===== src/rtl/scan_chain_ctrl_pkg.sv =====
// Shared types and limits for the scan-chain load/capture/unload controller.
package scan_ctrl_pkg;

    localparam int unsigned CHAIN_LEN_MIN = 2;

    typedef enum logic [2:0] {
        IDLE,
        LOAD,
        CAPTURE,
        UNLOAD,
        DONE
    } state_t;

endpackage


===== src/rtl/scan_shift_reg.sv =====
// Parallel-load shift register: shifts left, serial data enters bit 0, bit WIDTH-1 leaves first.
module scan_shift_reg #(
    parameter int unsigned WIDTH = 16
) (
    input  logic             CLK,
    input  logic             RSTB,
    input  logic             load,
    input  logic [WIDTH-1:0] load_val,
    input  logic             shift,
    input  logic             ser_in,
    output logic [WIDTH-1:0] q
);

    always_ff @(posedge CLK or negedge RSTB) begin
        if (!RSTB) begin
            q <= '0;
        end else if (load) begin
            q <= load_val;
        end else if (shift) begin
            q <= {q[WIDTH-2:0], ser_in};
        end
    end

endmodule


===== src/rtl/scan_chain_ctrl.sv =====
// Drives SE/SI of one negedge scan chain through load, capture and unload,
// then compares the unloaded response against a masked expected value.
module scan_chain_ctrl
    import scan_ctrl_pkg::*;
#(
    parameter int unsigned CHAIN_LEN = 16
) (
    input  logic                 CLK,
    input  logic                 RSTB,
    input  logic                 start,
    input  logic [CHAIN_LEN-1:0] pattern_in,
    input  logic [CHAIN_LEN-1:0] expect_in,
    input  logic [CHAIN_LEN-1:0] mask_in,
    input  logic                 SO,
    output logic                 SE,
    output logic                 SI,
    output logic                 busy,
    output logic                 done,
    output logic [CHAIN_LEN-1:0] response_out,
    output logic                 mismatch
);

    localparam int unsigned CW = $clog2(CHAIN_LEN);
    localparam logic [CW-1:0] CNT_LOAD_END   = CW'(CHAIN_LEN - 1);
    localparam logic [CW-1:0] CNT_UNLOAD_END = CW'(CHAIN_LEN - 2);

    if (CHAIN_LEN < CHAIN_LEN_MIN) begin : g_len_chk
        $error("scan_chain_ctrl: CHAIN_LEN must be at least %0d", CHAIN_LEN_MIN);
    end

    state_t               state;
    state_t               state_nx;
    logic [CW-1:0]        cnt;
    logic [CW-1:0]        cnt_nx;
    logic                 accept;
    logic                 se_nx;
    logic                 busy_nx;
    logic                 done_nx;
    logic                 rsp_final;
    logic [CHAIN_LEN-1:0] rsp_full;
    logic [CHAIN_LEN-1:0] exp_q;
    logic [CHAIN_LEN-1:0] mask_q;
    logic [CHAIN_LEN-1:0] stim_q;
    logic [CHAIN_LEN-1:0] rsp_q;
    logic                 stim_low_unused;

    assign accept = (state == IDLE) && start;

    // Stimulus drains through the MSB and backfills zeros, so SI is already 0 after LOAD.
    scan_shift_reg #(.WIDTH(CHAIN_LEN)) u_stim (
        .CLK      (CLK),
        .RSTB     (RSTB),
        .load     (accept),
        .load_val (pattern_in),
        .shift    (state == LOAD),
        .ser_in   (1'b0),
        .q        (stim_q)
    );

    scan_shift_reg #(.WIDTH(CHAIN_LEN)) u_rsp (
        .CLK      (CLK),
        .RSTB     (RSTB),
        .load     (accept),
        .load_val ('0),
        .shift    ((state == CAPTURE) || (state == UNLOAD)),
        .ser_in   (SO),
        .q        (rsp_q)
    );

    assign SI              = stim_q[CHAIN_LEN-1];
    assign stim_low_unused = |stim_q[CHAIN_LEN-2:0];

    always_ff @(posedge CLK or negedge RSTB) begin
        if (!RSTB) begin
            state        <= IDLE;
            cnt          <= '0;
            SE           <= 1'b0;
            busy         <= 1'b0;
            done         <= 1'b0;
            exp_q        <= '0;
            mask_q       <= '0;
            response_out <= '0;
            mismatch     <= 1'b0;
        end else begin
            state <= state_nx;
            cnt   <= cnt_nx;
            SE    <= se_nx;
            busy  <= busy_nx;
            done  <= done_nx;
            if (accept) begin
                exp_q  <= expect_in;
                mask_q <= mask_in;
            end
            if (rsp_final) begin
                response_out <= rsp_full;
                mismatch     <= |((rsp_full ^ exp_q) & mask_q);
            end
        end
    end

    always_comb begin
        state_nx = state;
        cnt_nx   = cnt;
        case (state)
            IDLE: begin
                if (start) begin
                    state_nx = LOAD;
                    cnt_nx   = '0;
                end
            end
            LOAD: begin
                if (cnt == CNT_LOAD_END) begin
                    state_nx = CAPTURE;
                    cnt_nx   = '0;
                end else begin
                    cnt_nx = cnt + 1'b1;
                end
            end
            CAPTURE: begin
                state_nx = UNLOAD;
                cnt_nx   = '0;
            end
            UNLOAD: begin
                if (cnt == CNT_UNLOAD_END) begin
                    state_nx = DONE;
                    cnt_nx   = '0;
                end else begin
                    cnt_nx = cnt + 1'b1;
                end
            end
            DONE: begin
                state_nx = IDLE;
                cnt_nx   = '0;
            end
            default: begin
                state_nx = IDLE;
                cnt_nx   = '0;
            end
        endcase
    end

    // Outputs are decoded from the next state so they land in flops on the same edge.
    always_comb begin
        se_nx     = (state_nx == LOAD) || (state_nx == UNLOAD);
        busy_nx   = (state_nx == LOAD) || (state_nx == CAPTURE) || (state_nx == UNLOAD);
        done_nx   = (state_nx == DONE);
        rsp_final = (state == UNLOAD) && (state_nx == DONE);
        rsp_full  = {rsp_q[CHAIN_LEN-2:0], SO};
    end

endmodule


===== config.mk =====
export PLATFORM = sky130hd
export DESIGN_NAME = scan_chain_ctrl
export DESIGN_NICKNAME = d
export VERILOG_FILES = /design/src/rtl/scan_chain_ctrl_pkg.sv /design/src/rtl/scan_shift_reg.sv /design/src/rtl/scan_chain_ctrl.sv
export SDC_FILE = /design/constraint.sdc
export NUM_CORES = 1
export LEC_CHECK = 0
export CELL_PAD_IN_SITES_DETAIL_PLACEMENT = 1
export CELL_PAD_IN_SITES_GLOBAL_PLACEMENT = 2
export CORE_UTILIZATION = 37
export CTS_CLUSTER_DIAMETER = 30
export CTS_CLUSTER_SIZE = 30
export DETAILED_ROUTE_END_ITERATION = 6
export PLACE_DENSITY_LB_ADDON = 0.1
export SLEW_MARGIN = 20
export SYNTH_ARGS = -nofsm -noshare
export SYNTH_HDL_FRONTEND = slang
export SYNTH_SLANG_ARGS = --single-unit

===== constraint.sdc =====
create_clock -name CLK -period 4.72 [get_ports CLK]
set_clock_uncertainty 0.1 [all_clocks]
set_input_delay 1.416 -clock CLK [delete_from_list [all_inputs] [get_ports CLK]]
set_output_delay 1.416 -clock CLK [all_outputs]
set_load 0.01 [all_outputs]

* Word level (Yosys, flattened, before mapping)
Index checks and enable logic that the tools add are counted.
** Storage, ports and cells
- Logic and storage cells :: 46
- Bits in registers :: 90
** Cells by class
- Reduce and logical (&&, ||, !) cells :: 10
- Equality and inequality tests :: 10
- Muxes and demuxes :: 12
- $add $sub $neg :: 1
- Bitwise operators :: 2
** Operators with widths (count)
- 2-to-1 mux 16 bit :: 2
- 2-to-1 mux 15 bit :: 2
- AND 16 bit :: 1
- OR reduction 16 bit :: 1
- XOR 16 bit :: 1
- == test 3 x 2 -> 1 bit, second input constant :: 4
- 2-to-1 mux 4 bit :: 3
- one-hot mux 3 bit (4 select lines) :: 1
- one-hot mux 4 bit (3 select lines) :: 1
- 2-to-1 mux 3 bit :: 3
- == test 4 bit, second input constant :: 2
- == test 3 x 1 -> 1 bit, second input constant :: 2
- adder 4 x 1 -> 4 bit, second input constant :: 1
- logical OR 1 bit :: 4
- nonzero test 2 bit :: 2
- == test 3 bit, second input constant :: 1
- zero test 3 bit :: 1
- logical AND 1 bit :: 2
- != test 2 bit, second input constant :: 1

* Longest topological paths before layout
- Depth in word-level cells :: 6
- Depth in mapped cells :: 7
- Gate-level depth less buffers :: 6

* Modules after synthesis
From an unflattened synthesis, not the netlist that was laid out.
** Unflattened totals
- Cell total of the unflattened synthesis :: 313
- Area total of the unflattened synthesis :: 4164.0 sq um
** Modules (own cells, without submodules)
- scan_chain_ctrl :: area an instance 2675.1 sq um, cells an instance 175, seq. area each 1476.4 sq um, times used 1
- scan_shift_reg :: area an instance 744.5 sq um, cells an instance 69, seq. area each 400.4 sq um, times used 2

* Worst setup path after synthesis
No wires, ideal clock.
- Kind :: input-to-reg
- From :: in start
- To :: reg exp_q[13]
- Arrival :: 2.300 ns
- Required time :: 4.493 ns
- Cell stages on the path :: 4
- Buffers on the path :: 2
- Setup slack :: 2.193 ns
- Setup time :: 0.127 ns
- Path through :: nor4b_4 -> buf_4 -> buf_6 -> mux2_1
** On the way
- Word-level cells in the longest chain between the ends :: 1
** Ends and longest elaborated chain
- start, declared :: RTL line scan_chain_ctrl.sv:10 : input logic start,
- logical AND 1 bit :: RTL line scan_chain_ctrl.sv:47 : assign accept = (state == IDLE) && start;
- end signal, assigned :: RTL line scan_chain_ctrl.sv:91 : exp_q <= expect_in;
- end, declared :: RTL line scan_chain_ctrl.sv:41 : logic [CHAIN_LEN-1:0] exp_q;
No other way between the ends.
A chain may end at the register's enable or synchronous reset.

* Worst setup path in the final report
- From :: in start
- To :: reg u_stim.q[9]
** On the way
- Word-level cells in the longest chain between the ends :: 2
** Ends and longest elaborated chain
- logical AND 1 bit (*) :: RTL line scan_chain_ctrl.sv:47
- 2-to-1 mux 16 bit / nonzero test 2 bit (equally long branches)
- end signal, assigned :: RTL line scan_shift_reg.sv:18 : q <= load_val;
- end signal, assigned :: RTL line scan_shift_reg.sv:20 : q <= {q[WIDTH-2:0], ser_in};
- end, declared :: RTL line scan_shift_reg.sv:11 : output logic [WIDTH-1:0] q
Mark *: on every way between the ends. The rest lies on a longest branch, timed or not.

==> qor.yml <==
status: "finished, final reports clean"
grt_use_met3_pct: 4.03
layout-area-overhead-vs-synth_pct: 25.8
drv_slew: 0
synth_top_cell_area_share_pct: 59.2
max-vdd-ir-drop_mv: 0.186
slew_headroom_pct: 45.1
crit_fanout: 66
hold_path.class: "reg -> reg"
worstHoldStart: "u_stim.q[12]$_DFFE_PN0P_"
grt_util_met2_pct: 27.6
fin_crit_sh_pct: 59.5
dp_hpwl_microns: 5710
combPwrFrac_pct: 31.1
final_util_pct: 48.5
synthesis.area_sq_um: 3800
vias: 2555
holdBufCountCts: 0
fmax_ghz: 0.356
grt_max_degree: 67
clkPwrFrac_pct: 18.3
min_to: "u_stim.q[12]$_DFFE_PN0P_"
cap_violations: 0
cts_resized: 0
slowest_delay_ps: 540
grt_setup_unrepaired: "no"
tns_ps: 0
worst_hold_path.num_cells: 2
syn_avg_cell_area_sq_um: 12.2
htree_levels: 3
setup_slack_ps: 1910
antenna_cells: 0
grt_overflow: 0
floorplan.initialDensity_pct: 38.6
routed_wl_microns: 8360
clockBufferDepth: 2
cp_common_cell: "nand2_1"
power.leakage_uw: 0.00208
ys.warnings.count: 0
syn_inst: 311
grt_pass1_wl_microns: 13800
setup_violations: 0
async_flop_share_pct: 100
p_switching_uw: 804
antenna_found_initial: 0
power_density_nw_per_um2: 506
synth_common_cells: "dfrtp_1 (90), nand2_1 (69), mux2_2 (33)"
clk_latency_ps: 350
drt_iter0_drc: 105
die_x_microns: 103
detail_route.first_pass.iterations: 4
path_clk_slew_ps: 80
viasPerCell: 4.90
switching_share_pct: 33.2
synth-edff-count: 0
routabilityCongestion: 0.736
path_cells: "clkdlybuf4s50_1, nor4b_4, buf_12, nor2_2, nand2_1, nand2_1"
cp.arrival_ps: 3000
startpoint_type: "primary input"
reg2reg_depth: 3
grt_pass1_vias: 2674
worst_pin_slew_ps: 824
drc_errors: 0
synth.top_cells.by_area: "dfrtp_1 (59%), mux2_2 (9.8%), nand2_1 (6.8%)"
clock-sinks: 90
place_ws_ps: 1510
p_int_uw: 1620
endpoint_kind: "flop"
yosysMostFrequentCell: "dfrtp_1"
cts_setup_buffers: 0
synth_nets: 365
cp_slowest_cell: "nor2_2"
hold_viol: 0
yosysUniqueCellTypes: 32
top_usage_layer: "met2"
fin_crit_ps: 2810
cts_root_buf: "clkbuf_8"
io_buffers: 72
die_h_microns: 103
cts_tree: "yes"
yosysSeqAreaShare_pct: 59.2
p_seq_share_pct: 50.6
finalNetCount: 438
rows: 36
ant_nets: 0
die-area_sq_um: 10700
rr_endpoint: "response_out[7]$_DFFE_PN0P_"
cp.required_ps: 4910
critical_path_class: "in -> reg"
grt_usage_pct: 17.3
core_sq_um: 9860
cts_made_buffers: 9
yosys_register_bits: 90
synth.largest_area_cell: "dfrtp_1"
wl_per_cell_microns: 16.0
finalPower_uw: 2420
r2r_start: "state[1]$_DFF_PN0_"
synth-main-ff-cell: "dfrtp_1"
drive_above_1_share_pct: 14.4
num_io_pins: 73
met1_usage_pct: 23.8
reg2reg_slack_ps: 2310
==> worst max path at each step <==
stage / depth (start not counted) / slack (ps) / endpoint / from
after floorplan: 4 / 2190 / exp_q[13]$_DFFE_PN0P_ / start
after global placement: 6 / 1580 / u_stim.q[11]$_DFFE_PN0P_ / start
after detailed placement: 6 / 1510 / u_stim.q[9]$_DFFE_PN0P_ / start
after CTS: 5 / 1900 / busy$_DFF_PN0_ / start
after global routing: 6 / 1790 / u_stim.q[14]$_DFFE_PN0P_ / start
final: 6 / 1910 / u_stim.q[9]$_DFFE_PN0P_ / start
==> power groups by stage <==
stage | Clock, uW | Sequential [uW] | Combinational [uW]
5_1_grt | 488 | 1270 | 853
2_1_floorplan | 0 | 1200 | 538
4_1_cts | 464 | 1230 | 772
3_3_place_gp | 0 | 1240 | 743
3_5_place_dp | 0 | 1250 | 771
6_report | 443 | 1230 | 754
==> placed cells by master, fill, tap and decap left out <==
cell type and instances:
ha_1 2, nor4_1 1, clkinv_2 4, and4_1 2
a311oi_1 1, o21ai_0 5, o21bai_1 1, nor2_1 3
clkbuf_1 2, clkdlybuf4s50_1 71, nor2_2 1, nor2b_1 1
buf_4 5, inv_1 1, buf_12 1, a21oi_1 17
nor4b_4 1, mux2_1 16, and3_1 1, mux2_2 33
nand2b_1 4, nand4b_1 1, nand2_1 69, and2_1 1
clkbuf_8 9, dfrtp_1 90, a22o_1 1, nand4_1 1
xor2_1 16, nor2_4 1, a21o_1 1, a22oi_1 23
a31oi_1 1, nor3b_2 1
==> per-stage QoR <==
stage                     std cells  hold slack [ps]  area, sq um
after floorplan                 311              347         3800
after global placement          506              362         4640
after detailed placement        506              364         4640
after CTS                       521              386         4790
after global routing            521              411         4790
final                           521              378         4790
==> state kept, by name, summed over array words and instances (netlist names) <==
signal        flops
SE                1
busy              1
cnt               4
done              1
exp_q            16
mask_q           16
mismatch          1
response_out     16
state             3
u_rsp.q          15
u_stim.q         16
==> cell type report <==
class | instances | area, sq um
timing repair buffer | 77 | 768
fill | 1046 | 5080
tap | 133 | 166
clock inverter | 4 | 20.0
multi-input combinational | 205 | 1450
clock buffer | 11 | 131
sequential | 90 | 2250
inverter | 1 | 3.75
==> logic make-up (layout without fill, tap and decap cells) <==
| logic type | after synthesis | count (layout) | synth area share, % |
|---|---|---|---|
| AO/OA/AOI/OAI | 50 | 50 | 8.45 |
| XOR/XNOR | 16 | 16 | 3.68 |
| adder cells (fa/ha/maj) | 2 | 2 | 0.658 |
| buffers and inverters | 16 | 93 | 2.83 |
| flip-flops | 90 | 90 | 59.2 |
| multiplexers | 49 | 49 | 14.5 |
| AND/OR/NAND/NOR | 88 | 88 | 10.7 |
==> critical path: cells and delay by family <==
family,cells,cell delay [ps]
buffers and inverters,2,630
AND/OR/NAND/NOR,4,920
==> metal layers <==
layer	share of wire, %	routed length (microns)	up-vias
met5	0	0	-
met4	1.1	90	0
met3	4.0	332	8
met2	47	3900	56
met1	48	4040	1275
li1	-	-	1216
Note: power is estimated with default switching activity, not from simulation.
